==> config.mk <==
export PLATFORM = sky130hd
export DESIGN_NAME = alu_iter_exec
export DESIGN_NICKNAME = d
export VERILOG_FILES = /design/src/rtl/alu_iter_exec.sv
export SDC_FILE = /design/constraint.sdc
export NUM_CORES = 1
export LEC_CHECK = 0
export CORE_ASPECT_RATIO = 1.2
export CORE_UTILIZATION = 45
export DETAILED_ROUTE_END_ITERATION = 16
export GPL_TIMING_DRIVEN = 0
export HOLD_SLACK_MARGIN = 0.08
export PLACE_DENSITY_LB_ADDON = 0.05
export SETUP_SLACK_MARGIN = 0.4
export SLEW_MARGIN = 40
export SYNTH_ARGS = -nofsm -noshare
export SYNTH_HDL_FRONTEND = slang
export SYNTH_SLANG_ARGS = --single-unit
==> constraint.sdc <==
create_clock -name clk -period 4.2 [get_ports clk]
set_clock_uncertainty 0.2 [all_clocks]
set_input_delay 1.05 -clock clk [delete_from_list [all_inputs] [get_ports clk]]
set_output_delay 1.05 -clock clk [all_outputs]
set_load 0.03 [all_outputs]
==> src/rtl/alu_iter_exec.sv <==
// Execute-stage ALU: one-cycle logic/add/sub/compare, bit-serial shifts, valid/ready on both sides.
// Optional bit-serial unsigned multiply for code 1010 when ALU_ITER_MUL_EN is defined.
module alu_iter_exec #(
  parameter int XLEN = 32,
  parameter int SHW  = $clog2(XLEN)
) (
  input  logic            clk,
  input  logic            rst,
  input  logic            in_valid,
  output logic            in_ready,
  input  logic [3:0]      alu_ctrl,
  input  logic [XLEN-1:0] a,
  input  logic [XLEN-1:0] b,
  output logic            out_valid,
  input  logic            out_ready,
  output logic [XLEN-1:0] result,
  output logic            zero,
  output logic            busy
);

  localparam logic [3:0] OP_AND  = 4'b0000;
  localparam logic [3:0] OP_OR   = 4'b0001;
  localparam logic [3:0] OP_ADD  = 4'b0010;
  localparam logic [3:0] OP_SLL  = 4'b0011;
  localparam logic [3:0] OP_SRL  = 4'b0100;
  localparam logic [3:0] OP_SRA  = 4'b0101;
  localparam logic [3:0] OP_SUB  = 4'b0110;
  localparam logic [3:0] OP_SLT  = 4'b0111;
  localparam logic [3:0] OP_XOR  = 4'b1000;
  localparam logic [3:0] OP_SLTU = 4'b1001;
`ifdef ALU_ITER_MUL_EN
  localparam logic [3:0] OP_MUL  = 4'b1010;
`endif
  localparam logic [SHW-1:0] CNT_ONE = {{(SHW-1){1'b0}}, 1'b1};

`ifdef ALU_ITER_MUL_EN
  typedef enum logic [1:0] {IDLE, SHIFT, DONE, MUL} state_t;
`else
  typedef enum logic [1:0] {IDLE, SHIFT, DONE} state_t;
`endif

  state_t            state;
  state_t            next_state;
  state_t            load_state;
  logic              accept;
  logic [3:0]        op;
  logic [XLEN-1:0]   work;
  logic [XLEN-1:0]   shifted;
  logic [XLEN-1:0]   single_res;
  logic [SHW-1:0]    cnt;
`ifdef ALU_ITER_MUL_EN
  logic [XLEN-1:0]   acc;
  logic [XLEN-1:0]   mplier;
  logic [XLEN-1:0]   mul_sum;
`endif

  function automatic logic [XLEN-1:0] single_op(input logic [3:0] code,
                                                input logic [XLEN-1:0] x,
                                                input logic [XLEN-1:0] y);
    logic [XLEN-1:0] r;
    case (code)
      OP_AND:  r = x & y;
      OP_OR:   r = x | y;
      OP_XOR:  r = x ^ y;
      OP_ADD:  r = x + y;
      OP_SUB:  r = x - y;
      OP_SLT:  r = {{(XLEN-1){1'b0}}, ($signed(x) < $signed(y))};
      OP_SLTU: r = {{(XLEN-1){1'b0}}, (x < y)};
      OP_SLL, OP_SRL, OP_SRA: r = x;  // only reached with a zero shift amount
      default: r = {XLEN{1'b0}};
    endcase
    return r;
  endfunction

  function automatic logic [XLEN-1:0] shift_step(input logic [3:0] code,
                                                 input logic [XLEN-1:0] x);
    logic [XLEN-1:0] r;
    case (code)
      OP_SLL:  r = {x[XLEN-2:0], 1'b0};
      OP_SRL:  r = {1'b0, x[XLEN-1:1]};
      OP_SRA:  r = {x[XLEN-1], x[XLEN-1:1]};
      default: r = x;
    endcase
    return r;
  endfunction

  assign accept     = in_valid && in_ready;
  assign single_res = single_op(alu_ctrl, a, b);
  assign shifted    = shift_step(op, work);
`ifdef ALU_ITER_MUL_EN
  assign mul_sum    = acc + (mplier[0] ? work : {XLEN{1'b0}});
`endif

  // State a newly accepted operation enters
  always_comb begin
    load_state = DONE;
    case (alu_ctrl)
      OP_SLL, OP_SRL, OP_SRA: begin
        if (b[SHW-1:0] != {SHW{1'b0}}) load_state = SHIFT;
        else                           load_state = DONE;
      end
`ifdef ALU_ITER_MUL_EN
      OP_MUL:  load_state = MUL;
`endif
      default: load_state = DONE;
    endcase
  end

  // State register
  always_ff @(posedge clk) begin
    if (rst) state <= IDLE;
    else     state <= next_state;
  end

  // Next-state logic
  always_comb begin
    next_state = state;
    case (state)
      IDLE: begin
        if (accept) next_state = load_state;
        else        next_state = IDLE;
      end
      SHIFT: begin
        if (cnt == CNT_ONE) next_state = DONE;
        else                next_state = SHIFT;
      end
`ifdef ALU_ITER_MUL_EN
      MUL: begin
        if (cnt == CNT_ONE) next_state = DONE;
        else                next_state = MUL;
      end
`endif
      DONE: begin
        if (accept)         next_state = load_state;
        else if (out_ready) next_state = IDLE;
        else                next_state = DONE;
      end
      default: next_state = IDLE;
    endcase
  end

  // Output decode
  always_comb begin
    in_ready  = 1'b0;
    busy      = 1'b0;
    out_valid = 1'b0;
    case (state)
      IDLE:  in_ready = 1'b1;
      SHIFT: busy = 1'b1;
`ifdef ALU_ITER_MUL_EN
      MUL:   busy = 1'b1;
`endif
      DONE: begin
        out_valid = 1'b1;
        in_ready  = out_ready;
      end
      default: in_ready = 1'b0;
    endcase
  end

  // Datapath; MUL loads a zero count so the wrap-around yields exactly XLEN iterations
  always_ff @(posedge clk) begin
    if (rst) begin
      result <= {XLEN{1'b0}};
      zero   <= 1'b1;
      op     <= 4'b0000;
      work   <= {XLEN{1'b0}};
      cnt    <= {SHW{1'b0}};
`ifdef ALU_ITER_MUL_EN
      acc    <= {XLEN{1'b0}};
      mplier <= {XLEN{1'b0}};
`endif
    end else if (accept) begin
      op   <= alu_ctrl;
      work <= a;
      cnt  <= b[SHW-1:0];
`ifdef ALU_ITER_MUL_EN
      acc    <= {XLEN{1'b0}};
      mplier <= b;
      if (alu_ctrl == OP_MUL) cnt <= {SHW{1'b0}};
`endif
      if (load_state == DONE) begin
        result <= single_res;
        zero   <= (single_res == {XLEN{1'b0}});
      end
    end else if (state == SHIFT) begin
      work <= shifted;
      cnt  <= cnt - CNT_ONE;
      if (cnt == CNT_ONE) begin
        result <= shifted;
        zero   <= (shifted == {XLEN{1'b0}});
      end
`ifdef ALU_ITER_MUL_EN
    end else if (state == MUL) begin
      acc    <= mul_sum;
      work   <= {work[XLEN-2:0], 1'b0};
      mplier <= {1'b0, mplier[XLEN-1:1]};
      cnt    <= cnt - CNT_ONE;
      if (cnt == CNT_ONE) begin
        result <= mul_sum;
        zero   <= (mul_sum == {XLEN{1'b0}});
      end
`endif
    end
  end

endmodule

==> summary.txt <==
Synthesis
  – Register area share after synthesis: 15.6%
  – EDFF count, synth: 0
  – Mean post-synth cell area: just under 7 sq um
  – Cell taking the most area after synthesis: dfxtp_1
  – Post-synth top area share: roughly 16%
  – Synth Instances: ~1,400
  – Async SR Flop Fraction: 0%
  – Synthesized area: between 0.009 and 0.01 sq mm
  – Synth Register Bits: 76
  – Post-Syn Nets: roughly 1,600
  – Syn. warnings: 0
  – Synth cell types: approximately 90
  – Synth Flop Type: dfxtp_1
  – Top cells by area, synth: dfxtp_1 (16%), ha_1 (13%), a21oi_1 (8.2%)

Clock network
  – Root buf cell: clkbuf_16
  – Max Root-Sink Buffers: 2
  – CTS tree: done
  – TritonCTS Buffers: 9
  – CTS Sinks: 76
  – H-tree Lvls: 3
  – CTS Hold Bufs: 0
  – Clock slew at reported path FFs: around 0.060 ns
  – Clk_lat worst skew: 0.35 ns

Floorplanning
  – Row count: 58
  – Initial Utilization: between 40% and 50%
  – Die width: approximately 140 um
  – Die Ht: roughly 160 um
  – Core Footprint: between 0.02 and 0.025 sq mm
  – # IOs: between 100 and 150
  – Die area: roughly 0.022 sq mm

Pwr
  – Worst VDD drop: 402 uV
  – PD cells: about 240 mW/mm^2
  – Lkg Pwr: just under 6 nW
  – Total power: 3.55 mW

STA
  – Actual slew at the worst max-slew pin: ~0.82 ns
  – Slew headroom: a little under half
  – RSZ-0062 raised after global routing: yes
  – Worst Slack Setup Final: -0.249 ns
  – Final Hold Fails: 0
  – Ratio of final minimum period to clock period: 106%
  – Slew Viols, Final: 0
  – FMAX: between 0.2 and 0.25 GHz
  – Fin crit period: around 4.4 ns
  – Setup Viol. Count Final: 3

Placed design
  – Placed insts: roughly 1,800
  – Post-DP HPWL: roughly 35,000 um
  – Buffers on Ports: roughly 100
  – Placer Congestion: 1.04

Worst setup path
  – CP max-delay cell: or4_1
  – Worst path required time: 4.27 ns
  – Crit path largest cell delay: between 0.4 and 0.5 ns
  – CP top delay family: simple AND/OR/NAND/NOR gates
  – Kind of end point of the critical path: register
  – Crit path DAT: around 4.5 ns
  – Crit path max fanout: 4
  – CP Cell Sequence: buf_12 -> inv_4 -> ha_4 -> buf_12 -> nor4_4 -> nand2_2 -> nor4_4 -> o31ai_4 -> a211oi_4 -> nor2_2 -> or3_4 -> a32o_2 -> o21a_1 -> or4_1 -> o31ai_1
  – CP Class: input pin to register
  – Bufs and invs on worst path: 3
  – Critical path startpoint category: input pin

GRT
  – GRT overflow: 0
  – Pin count of the biggest net entering global routing: 14
  – Total GRT Usage: 42.0%
  – Antenna violations before repair: 2
  – Vias in the first global route: roughly 12,000
  – Global-route wire length before repair: 70,200 um

Route
  – Drt via density: ~6.7
  – WL per Instance: between 20 and 25 um
  – Pre-Repair DR Iteration Count: 6
  – 1st-iter DRT viols: between 1,000 and 1,500
  – Drt drc: 0
  – Post-DRT Antenna Nets: 0
  – Routed WL: between 40,000 and 50,000 um
  – Via Count: about 13,000

Finish
  – Area grow syn2layout: 49.3%
  – Commonest non-fill, non-tap cell in the layout: nand2_1
  – Most frequent cells in the layout: nand2_1 (176), a21oi_1 (128), buf_4 (125), nor2_1 (119), dfxtp_1 (76)
  – Final nets: 1,847
  – Cell Count, Final, Fillers Out: about 1,900
  – Layout cell share with drive strength beyond 1: about a third
  – Util after Layout: 68.9%

Status
  – Failing checks: negative setup slack
  – Status: complete, but fails checks

Run
  – Max_cap viols: 0

Hold path
  – Min-delay worst type: register to register
==> logic make-up (layout without fill, tap and decap cells) <==
family	Yosys count	count (layout)	synth area share, %
buffers and inverters	214	470	8.69
adder cells (fa/ha/maj)	103	103	13.4
multiplexers	20	20	2.05
flip-flops	76	76	15.6
AO/OA/AOI/OAI	511	511	35.5
AND/OR/NAND/NOR	488	488	23.9
other	0	2	0
XOR/XNOR	9	9	0.808
==> through the flow <==
| step | setup TNS, ns | hold WS [ns] | setup WS, ns | instance area [sq um] |
|---|---|---|---|---|
| floorplan | 0 | 0.245 | 0.113 | 9990 |
| global placement | -52.23 | 0.239 | -2.15 | 11400 |
| detailed placement | -35.12 | 0.246 | -1.69 | 11400 |
| CTS | -0.239 | 0.252 | -0.239 | 13800 |
| global route | -0.539 | 0.267 | -0.314 | 14600 |
| finish | -0.400 | 0.248 | -0.249 | 14600 |
==> worst reg2reg max path, stage by stage (launching register included) <==
cell	delay [ns]
dfxtp_1	0.37
nor3b_1	0.65
nor2_1	0.24
clkbuf_1	0.36
nand2_1	0.16
nand2_1	0.20
nor4_2	0.56
nand3_1	0.21
nor3_1	0.18
o31ai_1	0.13
o31ai_1	0.10
==> metal layers <==
metal | global-route usage [%] | part of all wire, % | wire [um] | vias up
li1 | - | - | - | 5722
met1 | 49.5 | 36 | 17400 | 6167
met2 | 67.2 | 45 | 21700 | 871
met3 | 7.48 | 9.9 | 4740 | 272
met4 | 32.2 | 8.4 | 4000 | 0
met5 | 0 | 0 | 0 | -
==> final cells by class <==
class                   instances  area [sq um]
diodes                          2          5.00
multi-input cells            1131          9090
flip-flops and latches         76          1520
plain buffers                  99           681
clock inverters                 6          40.0
repair buffers                240          2110
inverters                     115           533
fillers                      1808          6560
clock buffers                  10           239
well taps                     270           338
==> report_power, final <==
part	switching, mW	internal, mW
combinational	1.18	0.811
clock	0.320	0.414
sequential	0.0473	0.776
==> path summary, 6_finish.rpt <==
path | slack, ns | endpoint | depth (start not counted) | from
max reg2reg | 0.76 | zero | 10 | op[2]
min reg2reg | 0.25 | result[23] | 2 | result[23]
max | -0.25 | zero | 15 | a[13]
min | 0.25 | result[23] | 2 | result[23]
==> flip-flops by register name, summed over array words and instances, names as in the netlist <==
name	cells
result	32
work	32
cnt	5
op	4
state	2
zero	1
==> what timing repair did <==
action                                  in CTS  in global routing
pin swaps                                  101                 66
endpoints found under the setup margin      34                 60
resized for setup                          554                146
setup buffers                               99                 33
==> Yosys cell counts, drive strengths merged, types with 26 or more instances <==
library cell and n:
nand2 182, inv 114, buf 26, a22oi 72
a21oi 161, clkbuf 73, nor3 32, dfxtp 76
ha 101, nor2 131, o21ai 63
(Power assumes the default switching activity.)
